<file path="config.mk">
export PLATFORM = sky130hd
export DESIGN_NAME = wide_cmd_responder
export DESIGN_NICKNAME = d
export VERILOG_FILES = /design/src/rtl/wide_cmd_pkg.sv /design/src/rtl/wide_cmd_regfile.sv /design/src/rtl/wide_cmd_responder.sv
export SDC_FILE = /design/constraint.sdc
export NUM_CORES = 1
export LEC_CHECK = 0
export CAP_MARGIN = 25
export CORE_ASPECT_RATIO = 0.6
export CORE_MARGIN = 2
export CORE_UTILIZATION = 45
export CTS_CLUSTER_DIAMETER = 80
export DETAILED_ROUTE_END_ITERATION = 8
export GPL_TIMING_DRIVEN = 1
export SYNTH_ARGS = -nofsm -noshare
export SYNTH_HDL_FRONTEND = slang
export SYNTH_SLANG_ARGS = --single-unit
</file>
<file path="constraint.sdc">
create_clock -name clk -period 2.37 [get_ports clk]
set_input_delay 0.237 -clock clk [delete_from_list [all_inputs] [get_ports clk]]
set_output_delay 0.237 -clock clk [all_outputs]
set_load 0.05 [all_outputs]
</file>
<file path="src/rtl/wide_cmd_pkg.sv">
// Shared types and constants for wide_cmd_responder: FSM states, opcodes,
// status codes, 64-bit word layout and the byte-XOR check helper.
package wide_cmd_pkg;

  typedef enum logic [1:0] {
    S_IDLE = 2'd0,
    S_EXEC = 2'd1,
    S_RESP = 2'd2
  } state_t;

  localparam logic [7:0] OP_WRITE = 8'h01;
  localparam logic [7:0] OP_READ  = 8'h02;
  localparam logic [7:0] OP_PING  = 8'h03;

  localparam logic [7:0] ST_OK      = 8'h00;
  localparam logic [7:0] ST_BADOP   = 8'hEE;
  localparam logic [7:0] ST_BADADDR = 8'hEA;
  localparam logic [7:0] ST_BADCHK  = 8'hEC;

  // Opcode (command) and status (response) share the top byte.
  localparam int F_OP_LSB   = 56;
  localparam int F_TAG_LSB  = 48;
  localparam int F_ADDR_LSB = 40;
  localparam int F_CHK_LSB  = 32;
  localparam int F_DATA_LSB = 0;

  typedef struct packed {
    logic [7:0]  op;
    logic [7:0]  tag;
    logic [7:0]  addr;
    logic [7:0]  chk;
    logic [31:0] data;
  } wide_word_t;

  // XOR of the seven bytes other than the check byte.
  function automatic logic [7:0] word_xor(input logic [63:0] w);
    return w[F_OP_LSB +: 8] ^ w[F_TAG_LSB +: 8] ^ w[F_ADDR_LSB +: 8] ^
           w[F_DATA_LSB + 24 +: 8] ^ w[F_DATA_LSB + 16 +: 8] ^
           w[F_DATA_LSB + 8 +: 8] ^ w[F_DATA_LSB +: 8];
  endfunction

endpackage

</file>
<file path="src/rtl/wide_cmd_regfile.sv">
// NUM_REGS x 32-bit register file: synchronous write port, combinational
// read port, cleared by the asynchronous active-low reset.
module wide_cmd_regfile #(
  parameter int NUM_REGS = 16
) (
  input  logic        clk,
  input  logic        rst,
  input  logic        wr_en_i,
  input  logic [7:0]  wr_addr_i,
  input  logic [31:0] wr_data_i,
  input  logic [7:0]  rd_addr_i,
  output logic [31:0] rd_data_o
);

  logic [31:0] mem_q [NUM_REGS];

  // Storage: clear on reset, single-entry write when enabled.
  always_ff @(posedge clk or negedge rst) begin
    if (!rst) begin
      for (int i = 0; i < NUM_REGS; i++) begin
        mem_q[i] <= 32'h0000_0000;
      end
    end else begin
      for (int i = 0; i < NUM_REGS; i++) begin
        if (wr_en_i && (wr_addr_i == 8'(i))) begin
          mem_q[i] <= wr_data_i;
        end
      end
    end
  end

  // Read mux; out-of-range addresses read as zero.
  always_comb begin
    rd_data_o = 32'h0000_0000;
    for (int i = 0; i < NUM_REGS; i++) begin
      rd_data_o = rd_data_o | ((rd_addr_i == 8'(i)) ? mem_q[i] : 32'h0000_0000);
    end
  end

endmodule

</file>
<file path="src/rtl/wide_cmd_responder.sv">
// 64-bit command/response register-access responder (IDLE -> EXEC -> RESP).
// Define WIDE_CMD_CHECKSUM_EN to verify command check bytes and fill response check bytes.
import wide_cmd_pkg::*;

module wide_cmd_responder #(
  parameter int NUM_REGS = 16
) (
  input  logic        clk,
  input  logic        rst,
  input  logic [63:0] s_axis_tdata,
  input  logic        s_axis_tvalid,
  output logic        s_axis_tready,
  output logic [63:0] m_axis_tdata,
  output logic        m_axis_tvalid,
  input  logic        m_axis_tready,
  output logic        reg_wr_pulse,
  output logic [15:0] cmd_count
);

  localparam logic [8:0] NREGS_W = 9'(NUM_REGS);

  state_t      state_q;
  wide_word_t  cmd_q;
  logic        tready_q;
  logic        tvalid_q;
  logic        pulse_q;
  logic [63:0] tdata_q;
  logic [15:0] cmd_count_q;
  logic [15:0] cmd_count_d;

  logic [7:0]  status_s;
  logic [7:0]  chk_out_s;
  logic [31:0] rdata_s;
  logic [31:0] rd_data_s;
  logic [63:0] resp_s;
  logic        wr_en_s;
  logic        chk_bad_s;
  logic        op_bad_s;
  logic        addr_bad_s;
  logic        resp_hs_s;

  wide_cmd_regfile #(
    .NUM_REGS (NUM_REGS)
  ) u_regfile (
    .clk       (clk),
    .rst       (rst),
    .wr_en_i   (wr_en_s),
    .wr_addr_i (cmd_q.addr),
    .wr_data_i (cmd_q.data),
    .rd_addr_i (cmd_q.addr),
    .rd_data_o (rd_data_s)
  );

`ifdef WIDE_CMD_CHECKSUM_EN
  assign chk_bad_s = (cmd_q.chk != word_xor(cmd_q));
  assign chk_out_s = word_xor({status_s, cmd_q.tag, cmd_q.addr, 8'h00, rdata_s});
`else
  logic chk_unused_s;
  assign chk_unused_s = ^cmd_q.chk;
  assign chk_bad_s    = 1'b0;
  assign chk_out_s    = 8'h00;
`endif

  assign addr_bad_s = ({1'b0, cmd_q.addr} >= NREGS_W);
  assign resp_hs_s  = (state_q == S_RESP) && tvalid_q && m_axis_tready;

  // Opcode legality.
  always_comb begin
    case (cmd_q.op)
      OP_WRITE, OP_READ, OP_PING: op_bad_s = 1'b0;
      default:                    op_bad_s = 1'b1;
    endcase
  end

  // Command decode with error priority check > opcode > address.
  always_comb begin
    status_s = ST_OK;
    rdata_s  = 32'h0000_0000;
    wr_en_s  = 1'b0;
    if (chk_bad_s) begin
      status_s = ST_BADCHK;
    end else if (op_bad_s) begin
      status_s = ST_BADOP;
    end else if (cmd_q.op == OP_PING) begin
      rdata_s = cmd_q.data;
    end else if (addr_bad_s) begin
      status_s = ST_BADADDR;
    end else if (cmd_q.op == OP_WRITE) begin
      wr_en_s = (state_q == S_EXEC);
      rdata_s = cmd_q.data;
    end else begin
      rdata_s = rd_data_s;
    end
  end

  // Response word assembly.
  always_comb begin
    resp_s                     = 64'h0;
    resp_s[F_OP_LSB +: 8]      = status_s;
    resp_s[F_TAG_LSB +: 8]     = cmd_q.tag;
    resp_s[F_ADDR_LSB +: 8]    = cmd_q.addr;
    resp_s[F_CHK_LSB +: 8]     = chk_out_s;
    resp_s[F_DATA_LSB +: 32]   = rdata_s;
  end

  // Completed-response counter next state, wrapping at 16 bits.
  always_comb begin
    cmd_count_d = resp_hs_s ? (cmd_count_q + 16'd1) : cmd_count_q;
  end

  // Main FSM with registered stream outputs and write pulse.
  always_ff @(posedge clk or negedge rst) begin
    if (!rst) begin
      state_q  <= S_IDLE;
      cmd_q    <= '0;
      tready_q <= 1'b0;
      tvalid_q <= 1'b0;
      tdata_q  <= 64'h0;
      pulse_q  <= 1'b0;
    end else begin
      pulse_q <= 1'b0;
      case (state_q)
        S_IDLE: begin
          tready_q <= 1'b1;
          if (s_axis_tvalid && tready_q) begin
            cmd_q    <= s_axis_tdata;
            tready_q <= 1'b0;
            state_q  <= S_EXEC;
          end
        end
        S_EXEC: begin
          tdata_q <= resp_s;
          pulse_q <= wr_en_s;
          state_q <= S_RESP;
        end
        S_RESP: begin
          // tvalid rises one edge after the response is registered.
          if (!tvalid_q) begin
            tvalid_q <= 1'b1;
          end else if (m_axis_tready) begin
            tvalid_q <= 1'b0;
            tready_q <= 1'b1;
            state_q  <= S_IDLE;
          end
        end
        default: begin
          tready_q <= 1'b0;
          tvalid_q <= 1'b0;
          state_q  <= S_IDLE;
        end
      endcase
    end
  end

  // Completed-response counter.
  always_ff @(posedge clk or negedge rst) begin
    if (!rst) begin
      cmd_count_q <= 16'h0000;
    end else begin
      cmd_count_q <= cmd_count_d;
    end
  end

  assign s_axis_tready = tready_q;
  assign m_axis_tvalid = tvalid_q;
  assign m_axis_tdata  = tdata_q;
  assign reg_wr_pulse  = pulse_q;
  assign cmd_count     = cmd_count_q;

endmodule

</file>
# ---- Word level (Yosys, flattened, before mapping)
# Index checks and enable logic that the tools add are counted.
dict set report classes {
  addsub 1
  order_cmp 1
  n_eq_ne 23
  n_mux 39
  bitwise_logic 16
  reduce_logical 26
}
# op n
set op_table {}
lappend op_table {{32-bit two-way mux} 20}
lappend op_table {{32-bit OR} 15}
lappend op_table {{8-bit by 4-bit equality test with 1-bit output, second input constant} 8}
lappend op_table {{8-bit by 2-bit equality test with 1-bit output, second input constant} 4}
lappend op_table {{8-bit by 3-bit equality test with 1-bit output, second input constant} 4}
lappend op_table {{8-bit two-way mux} 3}
lappend op_table {{1-bit logical AND} 19}
lappend op_table {{16-bit by 1-bit adder with 16-bit output, second input constant} 1}
lappend op_table {{8-bit by 1-bit equality test with 1-bit output, second input constant} 2}
lappend op_table {{1-bit two-way mux} 10}
lappend op_table {{8-bit by 5-bit >= comparator with 1-bit output, second input constant} 1}
lappend op_table {{8-bit zero test} 1}
lappend op_table {{2-bit two-way mux} 3}
lappend op_table {{2-bit inequality test, second input constant} 3}
lappend op_table {{2-bit case mux with 3 select lines} 1}
lappend op_table {{3-bit AND reduction} 2}
lappend op_table {{1-bit case mux with 3 select lines} 1}
lappend op_table {{3-bit OR reduction} 1}
lappend op_table {{2-bit by 1-bit equality test with 1-bit output, second input constant} 1}
lappend op_table {{2-bit equality test, second input constant} 1}
lappend op_table {{2-bit zero test} 1}
lappend op_table {{1-bit case mux with 2 select lines} 1}
lappend op_table {{2-bit AND reduction} 1}
lappend op_table {{2-bit OR reduction} 1}
lappend op_table {{1-bit inverter} 1}
dict set report word_totals {
  reg_bits 645
  input_bits 68
  out_inout_bits 83
}

# ---- Logic depth before layout (Yosys ltp)
dict set report logic_depth {
  ltp_word 21
  ltp_mapped 11
  mapped_depth_nobuf 6
}

# ---- Hierarchy
# A second synthesis with hierarchy kept.
dict set report unflattened {
  cells_unflattened 2108
  area_unflattened_um2 29080.4
}
# module n_inst cells_per_inst area_per_inst_um2 seq_area_each_um2
set by_module_without_submodules {}
lappend by_module_without_submodules {wide_cmd_regfile 1 1667 23580.1 12812.3}
lappend by_module_without_submodules {wide_cmd_responder 1 441 5500.3 3178.0}

# ---- Worst setup path before layout
# Ideal clock, no wire load.
dict set report synth_timing {
  kind {register to register}
  startpoint {register cmd_q[44] in the netlist's numbering}
  endpoint {register u_regfile.mem_q[482] in the netlist's numbering}
  arrival_ns 1.985
  required_time_ns 2.245
  setup_slack_ns 0.259
  path_stages_with_launch 8
  path_buffers 3
  period_less_slack_ns 2.111
  cell_sequence {dfrtp_1 or4_1 buf_4 buf_12 nor2_8 nand3_4 buf_6 mux2_4}
}
dict set report synth_between {
  elab_chain_len 5
  word_cells_on_any_way 6
  classes_between {1 x order compare; 3 x mux; 2 x reduce/logical}
}
# item line_no
set synth_lines {}
lappend synth_lines {{start: declaration} wide_cmd_responder.sv:23} ;# wide_word_t cmd_q;
lappend synth_lines {{start signal: assignment} wide_cmd_responder.sv:126} ;# cmd_q <= s_axis_tdata;
lappend synth_lines {{8-bit by 5-bit >= comparator with 1-bit output} wide_cmd_responder.sv:64} ;# assign addr_bad_s = ({1'b0, cmd_q.addr} >= NREGS_W);
lappend synth_lines {{1-bit two-way mux} wide_cmd_responder.sv:86} ;# end else if (addr_bad_s) begin
lappend synth_lines {{1-bit two-way mux} wide_cmd_responder.sv:84} ;# end else if (cmd_q.op == OP_PING) begin
lappend synth_lines {{1-bit two-way mux} wide_cmd_responder.sv:82} ;# end else if (op_bad_s) begin
lappend synth_lines {{1-bit logical AND (*)} wide_cmd_regfile.sv:25} ;# if (wr_en_i && (wr_addr_i == 8'(i))) begin
lappend synth_lines {{end signal: indexed assignment} wide_cmd_regfile.sv:26} ;# mem_q[i] <= wr_data_i;
lappend synth_lines {{end: declaration} wide_cmd_regfile.sv:15} ;# logic [31:0] mem_q [NUM_REGS];
# Every way passes the cells marked *; elsewhere a longest branch is shown, timed or not.
# A chain may end at the register's enable or synchronous reset.

# ---- Worst setup path after layout
dict set report layout_timing {
  startpoint {register cmd_q[46] in the netlist's numbering}
  endpoint {register u_regfile.mem_q[380] in the netlist's numbering}
}
# Same word-level chain as after synthesis.

==> reports/qor.json <==
{
  "die_footprint": {"value": 72100, "unit": "sq um"},
  "ctsHtreeMaxLevel": {"value": 2},
  "yosys_warnings": {"value": 0},
  "rr_worst_depth": {"value": 10},
  "cts_inserted_buffers": {"value": 59},
  "min_period": {"value": 2.41, "unit": "ns"},
  "path_clk_slew": {"value": 0.07, "unit": "ns"},
  "drive_gt1_frac": {"value": 0.408},
  "outcome": {"value": "finished, violations left"},
  "grt_setup_unrepaired": {"value": "true"},
  "hold_viol_final": {"value": 0},
  "synthArstFlopShare": {"value": 1.00},
  "clock-root-buffer": {"value": "clkbuf_16"},
  "synth-edff-count": {"value": 0},
  "rows": {"value": 75},
  "finalClockSkew": {"value": 0.0152, "unit": "ns"},
  "detailedRoute.firstPassIterationCount": {"value": 5},
  "detail_route.iter0.violations": {"value": 2815},
  "n_antenna_cell": {"value": 0},
  "yosysUniqueCellTypes": {"value": 85},
  "timing.setup.critical_path_class": {"value": "reg -> reg"},
  "synth-seq-cells": {"value": 639},
  "tightest_slew": {"value": 0.909, "unit": "ns"},
  "grt_antenna_before_repair": {"value": 1},
  "crit_path_start_kind": {"value": "flip-flop"},
  "gr_util_all_layers": {"value": 0.295},
  "timing.critical_path.to_type": {"value": "flip-flop"},
  "number_of_filler_cells_placed_in_the_layout": {"value": 5657},
  "cts_tree": {"value": "built"},
  "ys.flop_type": {"value": "dfrtp_1"},
  "coreArea": {"value": 69500, "unit": "sq um"},
  "crit_required": {"value": 2.89, "unit": "ns"},
  "setup-violations-final": {"value": 29},
  "via_count": {"value": 21913},
  "violations": {"value": "setup timing"},
  "post-synth-top-count-cell": {"value": "dfrtp_1"},
  "io_buffers": {"value": 132},
  "top_level_ports": {"value": 151},
  "post_detailed_route_drc_marker_count": {"value": 0},
  "powerDensity": {"value": 919, "unit": "nW/um^2"},
  "fp.dieH": {"value": 209, "unit": "um"},
  "placement.cell_area": {"value": 35400, "unit": "sq um"},
  "globalplace.congestion": {"value": 0.903},
  "max-clock-path-buffers": {"value": 3},
  "yosys-top-cells-area": {"value": "dfrtp_1 (51%), mux2_4 (19%), mux2_2 (6.2%)"},
  "fmax": {"value": 0.414, "unit": "GHz"},
  "vias_per_cell": {"value": 6.15},
  "synth.yosys.seq_area_share": {"value": 0.508},
  "finalMaxSlewViolations": {"value": 0},
  "synthesis.instances": {"value": 2310},
  "r2r-end": {"value": "u_regfile.mem_q[380]$_DFFE_PN0P_"},
  "ir_drop": {"value": 0.576, "unit": "mV"},
  "initial_utilization": {"value": 0.452},
  "mappedNetlistArea": {"value": 31500, "unit": "sq um"},
  "timing.reg2reg.setup_slack": {"value": -0.04, "unit": "ns"},
  "clk-insertion-delay-late": {"value": 0.65, "unit": "ns"},
  "synth_top_area_share": {"value": 0.508},
  "antenna_left": {"value": 0},
  "detailed_route_wire_length": {"value": 107, "unit": "mm"},
  "first_pass_grt_wire_length": {"value": 158, "unit": "mm"},
  "avgSynthCellArea": {"value": 13.6, "unit": "sq um"},
  "reg2reg_from": {"value": "cmd_q[46]$_DFFE_PN0P_"},
  "synth_top_area_cell": {"value": "dfrtp_1"},
  "areaGrowthSynthToFinish": {"value": 21.5, "unit": "%"},
  "worstPathArrival": {"value": 2.94, "unit": "ns"},
  "power.total": {"value": 35.1, "unit": "mW"},
  "final_util": {"value": 0.550},
  "relSlewSlack": {"value": 0.394},
  "final.setup.worst_slack": {"value": -0.0440, "unit": "ns"},
  "post-dp-hpwl": {"value": 69.8, "unit": "mm"},
  "static_leakage": {"value": 18.8, "unit": "nW"},
  "die_w": {"value": 345, "unit": "um"},
  "post-route-cell-area": {"value": 38200, "unit": "sq um"},
  "netlist_top_cells_count": {"value": "dfrtp_1 (639), mux2_4 (390), mux2_2 (174)"},
  "layout.nets": {"value": 2660},
  "max-cap-violations": {"value": 0},
  "post_drt_wl_per_cell": {"value": 30.1, "unit": "um"},
  "clock_sinks": {"value": 639},
  "pin_count_of_the_biggest_net_entering_global_routing": {"value": 104},
  "hold_class": {"value": "in -> async"},
  "worst-path-max-fanout": {"value": 18},
  "globalRouteOverflowTotal": {"value": 0},
  "first_global_vias": {"value": 22471},
  "final_min_period_over_clock_period": {"value": 1.02}
}
==> report_power, final <==
group | leakage (nW) | switching [mW] | total (mW) | internal (mW)
clock network | 0.983 | 4.36 | 10.1 | 5.70
registers | 8.76 | 2.04 | 13.7 | 11.6
logic | 9.06 | 7.05 | 11.4 | 4.33
==> flip-flops by register name, indices dropped and copies added, names as in the netlist <==
signal,flops
u_regfile.mem_q,512
cmd_q,56
m_axis_tdata,50
cmd_count,16
state_q,2
m_axis_tvalid,1
reg_wr_pulse,1
s_axis_tready,1
==> layer usage <==
layer | wire [um] | vias to the layer above | global-route usage
li1 | - | 8961 | -
met1 | 48400 | 11544 | 0.452
met2 | 44500 | 1197 | 0.413
met3 | 11300 | 209 | 0.0700
met4 | 2860 | 2 | 0.0812
met5 | 11 | - | 0
==> critical path: stages (launching register included) <==
cell and delay, ns:
dfrtp_1 0.41, buf_6 0.13, nor4_4 0.27, buf_6 0.18
buf_12 0.15, and2_4 0.19, buf_12 0.17, buf_4 0.14
nand3_4 0.10, buf_12 0.20, mux2_4 0.32
==> worst max-delay path by stage <==
| stage | end | start |
|---|---|---|
| floorplan | u_regfile.mem_q[482]$_DFFE_PN0P_ | cmd_q[44]$_DFFE_PN0P_ |
| global placement | m_axis_tdata[5]$_DFFE_PN0P_ | cmd_q[40]$_DFFE_PN0P_ |
| detailed placement | m_axis_tdata[5]$_DFFE_PN0P_ | cmd_q[40]$_DFFE_PN0P_ |
| CTS | m_axis_tdata[2]$_DFFE_PN0P_ | cmd_q[40]$_DFFE_PN0P_ |
| global route | m_axis_tdata[15]$_DFFE_PN0P_ | cmd_q[46]$_DFFE_PN0P_ |
| finish | u_regfile.mem_q[380]$_DFFE_PN0P_ | cmd_q[46]$_DFFE_PN0P_ |
==> placed cells by master (no fill, tap or decap), types with 10 or more instances in the layout <==
| cell | netlist | layout |
|---|---|---|
| a22oi_1 | 73 | 68 |
| nand3_1 | 67 | 64 |
| dfrtp_1 | 639 | 635 |
| o21ai_0 | 53 | 48 |
| clkdlybuf4s50_1 | 0 | 131 |
| and3_1 | 11 | 11 |
| mux4_2 | 13 | 13 |
| clkbuf_16 | 0 | 64 |
| mux2_2 | 174 | 174 |
| conb_1 | 1 | 10 |
| nor2_1 | 51 | 48 |
| buf_4 | 28 | 202 |
| clkbuf_8 | 0 | 11 |
| mux2i_1 | 62 | 60 |
| a31oi_1 | 14 | 14 |
| nand3_4 | 13 | 13 |
| a22o_1 | 13 | 13 |
| buf_6 | 57 | 21 |
| mux2_1 | 29 | 29 |
| nor3_1 | 17 | 13 |
| o22ai_1 | 22 | 20 |
| nand2_1 | 128 | 123 |
| clkinv_2 | 0 | 12 |
| buf_12 | 2 | 77 |
| a32oi_1 | 15 | 15 |
| nor2b_1 | 16 | 12 |
| clkbuf_1 | 80 | 17 |
| a21oi_1 | 62 | 56 |
| nand4_1 | 17 | 17 |
| mux2_4 | 390 | 390 |
| o21ai_1 | 15 | 19 |
==> timing repair <==
| item | in CTS | in global routing |
|---|---|---|
| cloned | 2 | 3 |
| pin swaps | 6 | 35 |
| endpoints found under the hold margin | 131 | 0 |
| setup buffers | 13 | 23 |
| hold buffers | 1 | 0 |
| gates resized for setup | 22 | 76 |
| setup endpoints to repair | 202 | 71 |
==> cell type report <==
class	count	area [sq um]	share of cell area
clock buffers	89	1740	0.0456
clock inverters	19	248	0.00648
inverters	9	33.8	0.000884
multi-input cells	1444	14300	0.374
flip-flops and latches	639	16000	0.419
well taps	924	1160	0.0303
repair buffers	438	4740	0.124
==> stage by stage <==
stage	hold slack, ns	setup TNS [ns]	cells	setup slack [ns]
floorplan	-0.0586	0	2319	0.259
global placement	0.191	-2.79	3414	-0.214
detailed placement	0.193	-3.07	3414	-0.274
CTS	0.102	-0.0316	3538	-0.0292
global route	0.140	-3.50	3562	-0.0965
finish	0.115	-0.637	3562	-0.0440
==> logic make-up (layout without fill, tap and decap cells) <==
logic type               after synthesis  after routing  share of synthesized area
AND/OR/NAND/NOR                      386            386                     0.0713
other                                  1             10                   0.000119
multiplexers                         668            668                      0.288
XOR/XNOR                              15             15                    0.00418
flip-flops                           639            639                      0.508
adder cells (fa/ha/maj)                1              1                   0.000398
AO/OA/AOI/OAI                        364            364                     0.0797
buffers and inverters                236            555                     0.0480
Power figures use the tool's default switching activity.
